[src/rtl/player_motion_ctl_pkg.sv]
// Shared types and constants for the player motion controller and the draw modules.
package player_motion_ctl_pkg;

    typedef enum logic [1:0] {
        MS_IDLE  = 2'd0,
        MS_LEFT  = 2'd1,
        MS_RIGHT = 2'd2
    } motion_state_t;

    localparam int X_MAX_DEF    = 760;
    localparam int BLOCK_LO_DEF = 350;
    localparam int BLOCK_HI_DEF = 450;

    // A single player still needs a 1-bit select so that sel=1 can mean "nobody".
    function automatic int sel_width(input int n);
        return (n > 1) ? $clog2(n) : 1;
    endfunction

endpackage

[src/rtl/player_motion_ctl_if.sv]
// Input/output bundle of the motion controller: shared controls in, packed per-player state out.
interface player_motion_ctl_if #(
    parameter int N_PLAYERS = 2,
    parameter int POS_W     = 12
);
    import player_motion_ctl_pkg::*;

    localparam int SEL_W = sel_width(N_PLAYERS);

    // No handshake: v_tick is a level whose rising edge is a frame; all other inputs are
    // sampled on that edge and every output holds steady between frames.
    logic                       v_tick;
    logic [SEL_W-1:0]           sel;
    logic                       m_left;
    logic                       m_right;
    logic                       jump;
    logic                       gate_open;
    logic [N_PLAYERS*POS_W-1:0] xpos;
    logic [N_PLAYERS*POS_W-1:0] ypos;
    logic [N_PLAYERS*2-1:0]     mstate;
    logic [N_PLAYERS-1:0]       airborne;

    modport master (
        output v_tick, sel, m_left, m_right, jump, gate_open,
        input  xpos, ypos, mstate, airborne
    );

    modport slave (
        input  v_tick, sel, m_left, m_right, jump, gate_open,
        output xpos, ypos, mstate, airborne
    );

endinterface

[src/rtl/player_motion_unit.sv]
// One player's horizontal motion FSM, gated-obstacle clamp and jump/gravity arc.
module player_motion_unit
    import player_motion_ctl_pkg::*;
#(
    parameter int POS_W    = 12,
    parameter int X_RESET  = 0,
    parameter int X_MAX    = X_MAX_DEF,
    parameter int BLOCK_LO = BLOCK_LO_DEF,
    parameter int BLOCK_HI = BLOCK_HI_DEF,
    parameter int STEP     = 1,
    parameter int Y_GROUND = 500,
    parameter int JUMP_V0  = 12,
    parameter int GRAVITY  = 1
) (
    input  logic             clk,
    input  logic             rst,
    input  logic             tick,
    input  logic             selected,
    input  logic             m_left,
    input  logic             m_right,
    input  logic             jump,
    input  logic             gate_open,
    output logic [POS_W-1:0] x,
    output logic [POS_W-1:0] y,
    output motion_state_t    mstate,
    output logic             airborne
);

    localparam int VW = POS_W + 1;
    localparam logic [POS_W-1:0] X_RST_V = POS_W'(X_RESET);
    localparam logic [POS_W-1:0] X_MAX_V = POS_W'(X_MAX);
    localparam logic [POS_W-1:0] LO_V    = POS_W'(BLOCK_LO);
    localparam logic [POS_W-1:0] HI_V    = POS_W'(BLOCK_HI);
    localparam logic [POS_W-1:0] LO_M1_V = POS_W'(BLOCK_LO - 1);
    localparam logic [POS_W-1:0] HI_P1_V = POS_W'(BLOCK_HI + 1);
    localparam logic [POS_W-1:0] STEP_V  = POS_W'(STEP);
    localparam logic [POS_W-1:0] YG_V    = POS_W'(Y_GROUND);
    localparam logic [POS_W-1:0] V0_H    = POS_W'(JUMP_V0);
    localparam logic signed [VW-1:0] V0_S   = VW'(JUMP_V0);
    localparam logic signed [VW-1:0] GRAV_S = VW'(GRAVITY);

    motion_state_t          state_q, state_d;
    logic [POS_W-1:0]       x_q, x_d, x_move;
    logic [POS_W:0]         x_inc;
    logic [POS_W-1:0]       h_q, h_d;
    logic signed [VW-1:0]   vy_q, vy_d;
    logic                   air_q, air_d;
    logic signed [POS_W+1:0] h_sum;

    function automatic logic in_block(input logic [POS_W-1:0] v);
        return (v >= LO_V) && (v <= HI_V);
    endfunction

    always_ff @(posedge clk) begin
        if (rst) begin
            state_q <= MS_IDLE;
            x_q     <= X_RST_V;
            h_q     <= '0;
            vy_q    <= '0;
            air_q   <= 1'b0;
        end else begin
            state_q <= state_d;
            x_q     <= x_d;
            h_q     <= h_d;
            vy_q    <= vy_d;
            air_q   <= air_d;
        end
    end

    always_comb begin
        state_d = state_q;
        if (tick) begin
            if (selected && m_left && !m_right) begin
                state_d = MS_LEFT;
            end else if (selected && m_right && !m_left) begin
                state_d = MS_RIGHT;
            end else begin
                state_d = MS_IDLE;
            end
        end
    end

    always_comb begin
        mstate   = state_q;
        airborne = air_q;
        x        = x_q;
        y        = YG_V - h_q;
    end

    // The move is taken on the same frame the direction is decoded.
    always_comb begin
        x_inc  = {1'b0, x_q} + {1'b0, STEP_V};
        x_move = x_q;
        case (state_d)
            MS_LEFT:  x_move = (x_q < STEP_V) ? '0 : x_q - STEP_V;
            MS_RIGHT: x_move = (x_inc > {1'b0, X_MAX_V}) ? X_MAX_V : x_inc[POS_W-1:0];
            default:  x_move = x_q;
        endcase
        // Entry from outside is stopped at the wall; a player already inside roams freely.
        if (!gate_open && !in_block(x_q) && in_block(x_move)) begin
            x_move = (x_q < LO_V) ? LO_M1_V : HI_P1_V;
        end
        x_d = tick ? x_move : x_q;
    end

    always_comb begin
        h_d   = h_q;
        vy_d  = vy_q;
        air_d = air_q;
        h_sum = $signed({2'b00, h_q}) + $signed({vy_q[VW-1], vy_q});
        if (tick) begin
            if (air_q) begin
                if (h_sum[POS_W+1] || (h_sum == '0)) begin
                    h_d   = '0;
                    vy_d  = '0;
                    air_d = 1'b0;
                end else begin
                    h_d  = (h_sum[POS_W:0] > {1'b0, YG_V}) ? YG_V : h_sum[POS_W-1:0];
                    vy_d = vy_q - GRAV_S;
                end
            end else if (selected && jump) begin
                // The launch frame already climbs by the full initial velocity.
                air_d = 1'b1;
                h_d   = V0_H;
                vy_d  = V0_S - GRAV_S;
            end
        end
    end

endmodule

[src/rtl/player_motion_ctl.sv]
// Frame-rate motion controller: frame-edge detect, player select decode and one unit per player.
module player_motion_ctl
    import player_motion_ctl_pkg::*;
#(
    parameter int N_PLAYERS = 2,
    parameter int POS_W     = 12,
    parameter int X_MAX     = X_MAX_DEF,
    parameter int BLOCK_LO  = BLOCK_LO_DEF,
    parameter int BLOCK_HI  = BLOCK_HI_DEF,
    parameter int STEP      = 1,
    parameter int X_START   = 0,
    parameter int X_SPACING = 40,
    parameter int Y_GROUND  = 500,
    parameter int JUMP_V0   = 12,
    parameter int GRAVITY   = 1
) (
    input logic              clk,
    input logic              rst,
    player_motion_ctl_if.slave bus
);

    localparam int SEL_W = sel_width(N_PLAYERS);

    logic          v_tick_d_q, v_tick_d_d;
    logic          tick;
    logic [POS_W-1:0] x_arr   [N_PLAYERS];
    logic [POS_W-1:0] y_arr   [N_PLAYERS];
    motion_state_t    ms_arr  [N_PLAYERS];
    logic             air_arr [N_PLAYERS];

    // Resetting the delayed copy high suppresses a frame when v_tick is already high at reset.
    always_ff @(posedge clk) begin
        if (rst) begin
            v_tick_d_q <= 1'b1;
        end else begin
            v_tick_d_q <= v_tick_d_d;
        end
    end

    always_comb begin
        v_tick_d_d = bus.v_tick;
        tick       = bus.v_tick & ~v_tick_d_q;
    end

    for (genvar i = 0; i < N_PLAYERS; i++) begin : g_player
        localparam logic [SEL_W-1:0] IDX = SEL_W'(i);
        logic selected;
        assign selected = (bus.sel == IDX);

        player_motion_unit #(
            .POS_W    (POS_W),
            .X_RESET  (X_START + i * X_SPACING),
            .X_MAX    (X_MAX),
            .BLOCK_LO (BLOCK_LO),
            .BLOCK_HI (BLOCK_HI),
            .STEP     (STEP),
            .Y_GROUND (Y_GROUND),
            .JUMP_V0  (JUMP_V0),
            .GRAVITY  (GRAVITY)
        ) u_unit (
            .clk       (clk),
            .rst       (rst),
            .tick      (tick),
            .selected  (selected),
            .m_left    (bus.m_left),
            .m_right   (bus.m_right),
            .jump      (bus.jump),
            .gate_open (bus.gate_open),
            .x         (x_arr[i]),
            .y         (y_arr[i]),
            .mstate    (ms_arr[i]),
            .airborne  (air_arr[i])
        );
    end

    always_comb begin
        bus.xpos     = '0;
        bus.ypos     = '0;
        bus.mstate   = '0;
        bus.airborne = '0;
        for (int i = 0; i < N_PLAYERS; i++) begin
            bus.xpos[i*POS_W +: POS_W] = x_arr[i];
            bus.ypos[i*POS_W +: POS_W] = y_arr[i];
            bus.mstate[2*i +: 2]       = ms_arr[i];
            bus.airborne[i]            = air_arr[i];
        end
    end

endmodule

[src/flat_wrapper.sv]
// flat-port wrapper written by rule: the top's interface ports become plain ports
module player_motion_ctl_flat import player_motion_ctl_pkg::*;
#(
    parameter int N_PLAYERS = 2,
    parameter int POS_W     = 12,
    parameter int X_MAX     = X_MAX_DEF,
    parameter int BLOCK_LO  = BLOCK_LO_DEF,
    parameter int BLOCK_HI  = BLOCK_HI_DEF,
    parameter int STEP      = 1,
    parameter int X_START   = 0,
    parameter int X_SPACING = 40,
    parameter int Y_GROUND  = 500,
    parameter int JUMP_V0   = 12,
    parameter int GRAVITY   = 1
)
  (clk, rst, bus_v_tick, bus_sel, bus_m_left, bus_m_right, bus_jump, bus_gate_open, bus_xpos, bus_ypos, bus_mstate, bus_airborne);
  player_motion_ctl_if #(.N_PLAYERS(N_PLAYERS), .POS_W(POS_W)) bus_i ();
  input logic clk;
  input logic rst;
  input wire logic [$bits(bus_i.v_tick)-1:0] bus_v_tick;
  input wire logic [$bits(bus_i.sel)-1:0] bus_sel;
  input wire logic [$bits(bus_i.m_left)-1:0] bus_m_left;
  input wire logic [$bits(bus_i.m_right)-1:0] bus_m_right;
  input wire logic [$bits(bus_i.jump)-1:0] bus_jump;
  input wire logic [$bits(bus_i.gate_open)-1:0] bus_gate_open;
  output wire logic [$bits(bus_i.xpos)-1:0] bus_xpos;
  output wire logic [$bits(bus_i.ypos)-1:0] bus_ypos;
  output wire logic [$bits(bus_i.mstate)-1:0] bus_mstate;
  output wire logic [$bits(bus_i.airborne)-1:0] bus_airborne;
  assign bus_i.v_tick = bus_v_tick;
  assign bus_i.sel = bus_sel;
  assign bus_i.m_left = bus_m_left;
  assign bus_i.m_right = bus_m_right;
  assign bus_i.jump = bus_jump;
  assign bus_i.gate_open = bus_gate_open;
  assign bus_xpos = bus_i.xpos;
  assign bus_ypos = bus_i.ypos;
  assign bus_mstate = bus_i.mstate;
  assign bus_airborne = bus_i.airborne;
  player_motion_ctl #(.N_PLAYERS(N_PLAYERS), .POS_W(POS_W), .X_MAX(X_MAX), .BLOCK_LO(BLOCK_LO), .BLOCK_HI(BLOCK_HI), .STEP(STEP), .X_START(X_START), .X_SPACING(X_SPACING), .Y_GROUND(Y_GROUND), .JUMP_V0(JUMP_V0), .GRAVITY(GRAVITY)) u_core (.clk(clk), .rst(rst), .bus(bus_i));
endmodule
[config.mk]
export PLATFORM = sky130hd
export DESIGN_NAME = player_motion_ctl_flat
export DESIGN_NICKNAME = d
export VERILOG_FILES = /design/src/rtl/player_motion_ctl_pkg.sv /design/src/rtl/player_motion_ctl_if.sv /design/src/rtl/player_motion_unit.sv /design/src/rtl/player_motion_ctl.sv /design/src/flat_wrapper.sv
export SDC_FILE = /design/constraint.sdc
export NUM_CORES = 1
export LEC_CHECK = 0
export CAP_MARGIN = 20
export CORE_MARGIN = 4
export CORE_UTILIZATION = 50
export CTS_CLUSTER_DIAMETER = 200
export DETAILED_ROUTE_END_ITERATION = 6
export HOLD_SLACK_MARGIN = 0.1
export PLACE_DENSITY = 0.71
export SYNTH_ARGS = -nofsm -noshare
export SYNTH_HDL_FRONTEND = slang
export SYNTH_SLANG_ARGS = --single-unit
[constraint.sdc]
create_clock -name clk -period 5.2 [get_ports clk]
set_clock_uncertainty 0.1 [all_clocks]
set_input_delay 1.04 -clock clk [delete_from_list [all_inputs] [get_ports clk]]
set_output_delay 1.04 -clock clk [all_outputs]
set_load 0.01 [all_outputs]
==> flow_summary.toml, run 1 <==
[run_status]
status = "completed"

[finish]
post_route_cells_drive_above_1_share_pct = 6.738
post-route-cell-area_um2 = 8200
n_antenna_cell = 0
layout-area-overhead-vs-synth_pct = 14.24
post-route-util_pct = 58.62
final_nets = 1069
post_layout_nonfiller_instances = 1204

[cts]
ctsRootBufferMaster = "sky130_fd_sc_hd__clkbuf_16"
post_cts_setup_buffer_count = 0
tritoncts = "yes"
worstSkewPairLatency_ns = 0.34
clk_path_buf_depth = 2
post_cts_resize_count = 0
post_cts_hold_buffer_count = 0
cts_made_buffers = 9
htreeDepth = 3
cts_sink_cnt = 81
path_clk_slew_ns = 0.06

[setup_path]
crit-reg2reg-launch = "u_core.g_player[0].u_unit.x[0]$_SDFFE_PP0P_"
worstSetupPathType = "in2reg"
critical_path.startpoint = "bus_v_tick"
worstSetupStartpointType = "input port"
flop2flop_setup_slack_ns = 0.67
critical_path.endpoint = "u_core.g_player[0].u_unit.x[4]$_SDFFE_PP0P_"
worst-path-max-fanout = 10
worstRegToRegCells = 11
reg2reg_to = "u_core.g_player[0].u_unit.x[4]$_SDFFE_PP0P_"
critPathArrivalTime_ns = 4.82
end_kind = "register"
cp.required_ns = 5.37

[placement]
placed_standard_cell_area_um2 = 7913
preCtsSetupSlack_ns = 0.2636
dp_cells = 1187
routabilityCongestion = 0.9936
dp_hpwl_um = 14160
io_buffers = 61

[routing]
met1Wirelength_um = 9655
detail_route.wl_per_cell_um = 16.41
met3_length_um = 973
vias = 7390
wl_met2_um = 8813
dr.first_iter.drc_count = 789
dr.max_layer_used = "met4"
routed_antenna_nets = 0
route.final.wire_length_um = 19750
drc = 0
detail_route.vias_per_cell = 6.138
firstDrtPassIters = 6

[synthesis]
synthesis.area_per_instance_um2 = 7.273
synth_xor_area_share_pct = 6.223
complex_gate_fraction_of_the_synthesized_area_pct = 28.38
ys_seq_elements = 81
synthCells = 987
syn_warnings = 0
synth-seq-area-share_pct = 22.59
yosys.area.top_type_share_pct = 22.59
ys_dominant_reg_cell = "sky130_fd_sc_hd__dfxtp_1"
post_synth_mux_area_share_pct = 2.266
synth_area_um2 = 7178
synth_adder_area_share_pct = 7.530
synth_top_cell_by_area = "sky130_fd_sc_hd__dfxtp_1"
synthesis.nets = 1037
ys_async_sr_fraction_pct = 0
synth_top_family_by_area = "compound AO/OA/AOI/OAI gates"
synth_area_leaders = "sky130_fd_sc_hd__dfxtp_1 23%, sky130_fd_sc_hd__ha_1 7.0%, sky130_fd_sc_hd__a21oi_1 5.2%"
synth_edf_count = 0
synthSimpleGateAreaFrac_pct = 27.30
synth_cell_types = 80

[sta]
setup_viol_count_final = 0
drv_slew = 0
finalHoldViolCount = 0
post-route-worst-setup-slack_ns = 0.5554
period_minus_slack_ns = 4.645
timing.setup.tns_ns = 0
worstMarginPinSlew_ns = 0.9135
rsz0062_at_grt = "false"
timing.final.crit_share_pct = 89.32
finalHoldWorstSlack_ns = 0.4157
timing.slew.headroom_pct = 38.59
maxClockFrequency_mhz = 215.3

[die]
die-height_um = 127.8
floorplan.core_area_um2 = 13990
placementRows = 43
initial_utilization_pct = 51.31
fp.dieW_um = 127.8
die_area_um2 = 16340
io-pin-count = 62

[grt]
global_route_wire_length_before_repair_um = 33470
grt_start_max_net_pins = 67
globalRoute.totalOverflow = 0
total_routing_usage_reported_by_global_routing_pct = 24.26
grt_pass1_vias = 6660
initial_antenna_violation_count = 0

[power_and_ir_drop]
cellLeakagePower_nw = 3.092
ir_drop_uv = 186.4
pwr_density_cell_nw_per_um2 = 182.9
power.total_mw = 1.500

[worst_hold_path]
hp-class = "reg2reg"

[run]
drv.max_cap_violation_count = 0
## routing by layer
metal | global-route usage (%) | up-vias
met3 | 4.000 | 29
met1 | 35.64 | 3430
met5 | 0 | -
li1 | - | 3720
met4 | 6.055 | 0
met2 | 37.00 | 211
## area by class of cell
| type | count | area, um2 |
|---|---|---|
| inverter | 43 | 161.4 |
| tap | 180 | 225.2 |
| timing repair buffer | 82 | 763.2 |
| sequential | 81 | 1622 |
| clock buffer | 12 | 246.5 |
| clock inverter | 4 | 33.78 |
| fill | 1320 | 5788 |
| multi-input combinational | 802 | 5149 |
## worst min path at each step
stage	slack [ns]	start	to	cells after the start
6_report	0.42	u_core.g_player[0].u_unit.h_q[11]$_SDFFE_PP0P_	u_core.g_player[0].u_unit.h_q[11]$_SDFFE_PP0P_	1
5_1_grt	0.44	u_core.g_player[1].u_unit.h_q[11]$_SDFFE_PP0P_	u_core.g_player[1].u_unit.h_q[11]$_SDFFE_PP0P_	1
4_1_cts	0.42	u_core.g_player[0].u_unit.h_q[11]$_SDFFE_PP0P_	u_core.g_player[0].u_unit.h_q[11]$_SDFFE_PP0P_	1
3_5_place_dp	0.41	u_core.g_player[1].u_unit.h_q[11]$_SDFFE_PP0P_	u_core.g_player[1].u_unit.h_q[11]$_SDFFE_PP0P_	1
3_3_place_gp	0.40	u_core.g_player[0].u_unit.h_q[11]$_SDFFE_PP0P_	u_core.g_player[0].u_unit.h_q[11]$_SDFFE_PP0P_	1
2_1_floorplan	0.37	u_core.g_player[0].u_unit.h_q[0]$_SDFFE_PP0P_	u_core.g_player[0].u_unit.h_q[0]$_SDFFE_PP0P_	2
## logic make-up (layout without fill, tap and decap cells)
logic type	Yosys count	in the layout
adders and majority gates	42	42
xor gates and xnor gates	51	51
buffers and inverters	104	141
AOI/OAI and AO/OA	303	303
muxes	15	15
DFF	81	81
and+or+nand+nor	391	391
## registers in the layout, summed over array words and instances (netlist names)
signal and flops:
u_core.g_player.u_unit.airborne 2, u_core.g_player.u_unit.h_q 24, u_core.g_player.u_unit.mstate 4, u_core.g_player.u_unit.vy_q 26
u_core.g_player.u_unit.x 24, u_core.v_tick_d_q 1
## where the power goes
group	switching, mW	internal, mW	leakage, nW
clock network	0.275	0.342	0.134
logic	0.133	0.0888	2.30
registers	0.0284	0.633	0.656
## worst max-delay path, cell delays in order
cell and delay, ns:
sky130_fd_sc_hd__clkdlybuf4s50_1 0.50, sky130_fd_sc_hd__nand2b_1 0.24, sky130_fd_sc_hd__nor3_1 0.28, sky130_fd_sc_hd__a21oi_1 0.10
sky130_fd_sc_hd__inv_1 0.08, sky130_fd_sc_hd__ha_1 0.17, sky130_fd_sc_hd__inv_1 0.06, sky130_fd_sc_hd__a41oi_1 0.49
sky130_fd_sc_hd__nor3_1 0.12, sky130_fd_sc_hd__o21ai_0 0.20, sky130_fd_sc_hd__o21ai_1 0.11, sky130_fd_sc_hd__o41a_1 0.41
sky130_fd_sc_hd__o21ba_1 0.21, sky130_fd_sc_hd__a211oi_4 0.28, sky130_fd_sc_hd__mux2_2 0.38, sky130_fd_sc_hd__a21oi_1 0.13
## Yosys cell counts (all sizes together) (12+ instances only)
cell and count:
nor4 16, ha 40, clkbuf 51, inv 43, nand2b 15, o21ai 73
xnor2 31, or3 34, nand2 87, dfxtp 81, and3 12, xor2 20
nand3 28, nor3 46, nor2 97, a21o 12, a31oi 26, a211oi 13
a21oi 74
## placed cells by master, fill, tap and decap left out, drive strengths merged, types with 13 or more instances in the layout
cell type and count:
a21oi 74, xor2 20, inv 46, nand2b 15, buf 22, clkdlybuf4s50 60
o21ai 73, nand2 87, a211oi 13, nor3 46, xnor2 31, nor4 16
nand3 28, nor2 97, ha 40, or3 34, dfxtp 81, a31oi 26
Power figures use the tool's default switching activity.
==> run 2: changes to the inputs <==
Settings changed: GPL_ROUTABILITY_DRIVEN from default to 0, PLACE_DENSITY 0.71 to 0.69.
==> flow_summary.toml, run 2 (synthesis results as in run 1) <==
[run_status]
status = "completed"

[sta]
drv_slew = 0
period_minus_slack_ns = 4.669
rsz0062_at_grt = "false"
maxClockFrequency_mhz = 214.2
timing.setup.tns_ns = 0
worstMarginPinSlew_ns = 0.7680
timing.final.crit_share_pct = 89.78
post-route-worst-setup-slack_ns = 0.5313
setup_viol_count_final = 0
finalHoldWorstSlack_ns = 0.4171
timing.slew.headroom_pct = 48.80
finalHoldViolCount = 0

[cts]
post_cts_hold_buffer_count = 0
post_cts_resize_count = 0
cts_made_buffers = 9
path_clk_slew_ns = 0.07
tritoncts = "yes"
clk_path_buf_depth = 2
ctsRootBufferMaster = "sky130_fd_sc_hd__clkbuf_16"
htreeDepth = 3
worstSkewPairLatency_ns = 0.35
post_cts_setup_buffer_count = 0
cts_sink_cnt = 81

[die]
fp.dieW_um = 127.8
die-height_um = 127.8
io-pin-count = 62
initial_utilization_pct = 51.31
placementRows = 43
floorplan.core_area_um2 = 13990
die_area_um2 = 16340

[power_and_ir_drop]
ir_drop_uv = 188.0
power.switching_fraction_pct = 28.67
pwr-share-clk_pct = 43.3
power.total_mw = 1.556
net_switching_power_mw = 0.4462
power_frac_comb_pct = 14.1
pwr_density_cell_nw_per_um2 = 189.0
cellLeakagePower_nw = 3.111
power_report.internal_total_mw = 1.110
power_frac_seq_pct = 42.6

[setup_path]
critPathArrivalTime_ns = 4.81
critical-path-top-cell-by-count = "sky130_fd_sc_hd__o21ai_0"
worstSetupStartpointType = "input port"
worstRegToRegCells = 10
cp.required_ns = 5.34
crit_path_cells = "clkdlybuf4s50_1, nand2b_1, nor2_1, a22oi_1, inv_1, ha_1, nor4_1, xnor2_1, o21ai_0, o21ai_0, a41oi_1, nand4b_1, o31a_1, o221a_1"
reg2reg_to = "u_core.g_player[0].u_unit.x[4]$_SDFFE_PP0P_"
worstSetupPathType = "in2reg"
crit_slowest_cell = "sky130_fd_sc_hd__ha_1"
crit-reg2reg-launch = "u_core.g_player[0].u_unit.x[3]$_SDFFE_PP0P_"
end_kind = "register"
worst-path-max-fanout = 13
critPathMaxStageDelay_ns = 0.45
flop2flop_setup_slack_ns = 1.00

[finish]
largest-register = "u_core.g_player.u_unit.vy_q"
final.fill_count = 1298
n_antenna_cell = 0
multi_input_comb_area_um2 = 5149
post_route_cells_drive_above_1_share_pct = 6.927
post-route-util_pct = 58.86
layout-area-overhead-vs-synth_pct = 14.71
area.sequential_um2 = 1622
final_cell_mix = "97 x sky130_fd_sc_hd__nor2_1, 87 x sky130_fd_sc_hd__nand2_1, 81 x sky130_fd_sc_hd__dfxtp_1"
final_nets = 1070
max_reg_flops = 26
layout_commonest_cell = "sky130_fd_sc_hd__nor2_1"

[grt]
global_route_wire_length_before_repair_um = 33060
globalRoute.totalOverflow = 0
grt_start_max_net_pins = 67
initial_antenna_violation_count = 0
grt_pass1_vias = 6810
total_routing_usage_reported_by_global_routing_pct = 23.95

[routing]
vias = 7483
wl_met2_um = 8740
met3_length_um = 1173
drc = 0
route.final.wire_length_um = 19770
firstDrtPassIters = 5
routed_antenna_nets = 0
dr.max_layer_used = "met4"
met1Wirelength_um = 9468
detail_route.wl_per_cell_um = 16.41
dr.first_iter.drc_count = 934
detail_route.vias_per_cell = 6.210

[worst_hold_path]
hold_path_depth = 1
hp-class = "reg2reg"
hold-path-endpoint = "u_core.g_player[0].u_unit.h_q[11]$_SDFFE_PP0P_"
min_from = "u_core.g_player[0].u_unit.h_q[11]$_SDFFE_PP0P_"

[run]
drv.max_cap_violation_count = 0

[placement]
preCtsSetupSlack_ns = 0.2982
io_buffers = 61
dp_hpwl_um = 13990
==> run 2: final cells by class <==
cell class                 instances  share of cell area, %
timing repair buffer              83                  9.360
clock inverter                     5                 0.7750
sequential                        81                  19.69
inverter                          43                  1.960
clock buffer                      11                  2.948
tap                              180                  2.735
multi-input combinational        802                  62.53
==> run 2: per-layer routing <==
layer | GRT usage, % | vias up
met2 | 37.31 | 304
met4 | 7.054 | 0
met5 | 0 | -
met3 | 2.750 | 40
li1 | - | 3707
met1 | 34.82 | 3432
==> run 2: how the worst max path moves through the flow <==
stage                     from                                          end  slack, ns  cells after the start
finish              bus_v_tick  u_core.g_player[1].u_unit.x[1]$_SDFFE_PP0P_       0.53                     14
global route        bus_v_tick  u_core.g_player[1].u_unit.x[1]$_SDFFE_PP0P_       0.23                     14
CTS                 bus_v_tick  u_core.g_player[1].u_unit.x[1]$_SDFFE_PP0P_       0.64                     14
detailed placement  bus_v_tick  u_core.g_player[1].u_unit.x[1]$_SDFFE_PP0P_       0.30                     14
global placement    bus_v_tick  u_core.g_player[1].u_unit.x[1]$_SDFFE_PP0P_       0.39                     15
floorplan           bus_v_tick  u_core.g_player[1].u_unit.x[1]$_SDFFE_PP0P_       0.73                     15
==> run 2: critical path: cells and delay by family <==
kind	cells	cell delay, ns
simple gates	4	1.08
xor+xnor	1	0.15
fa+ha+maj	1	0.45
buf+inv	2	0.51
compound gates	6	1.55
==> run 2: stage by stage <==
stage | instance area [um2] | std cells
final | 8234 | 1205
after global routing | 8234 | 1205
after CTS | 8227 | 1204
after detailed placement | 7920 | 1188
after global placement | 7920 | 1188
after floorplan | 7178 | 987
==> run 2: power by group through the flow <==
stage	clock, mW	sequential [mW]	combinational (mW)
floorplan	0	0.661	0.161
global placement	0	0.676	0.214
detailed placement	0	0.676	0.215
CTS	0.679	0.662	0.216
global route	0.711	0.666	0.241
finish	0.674	0.663	0.219
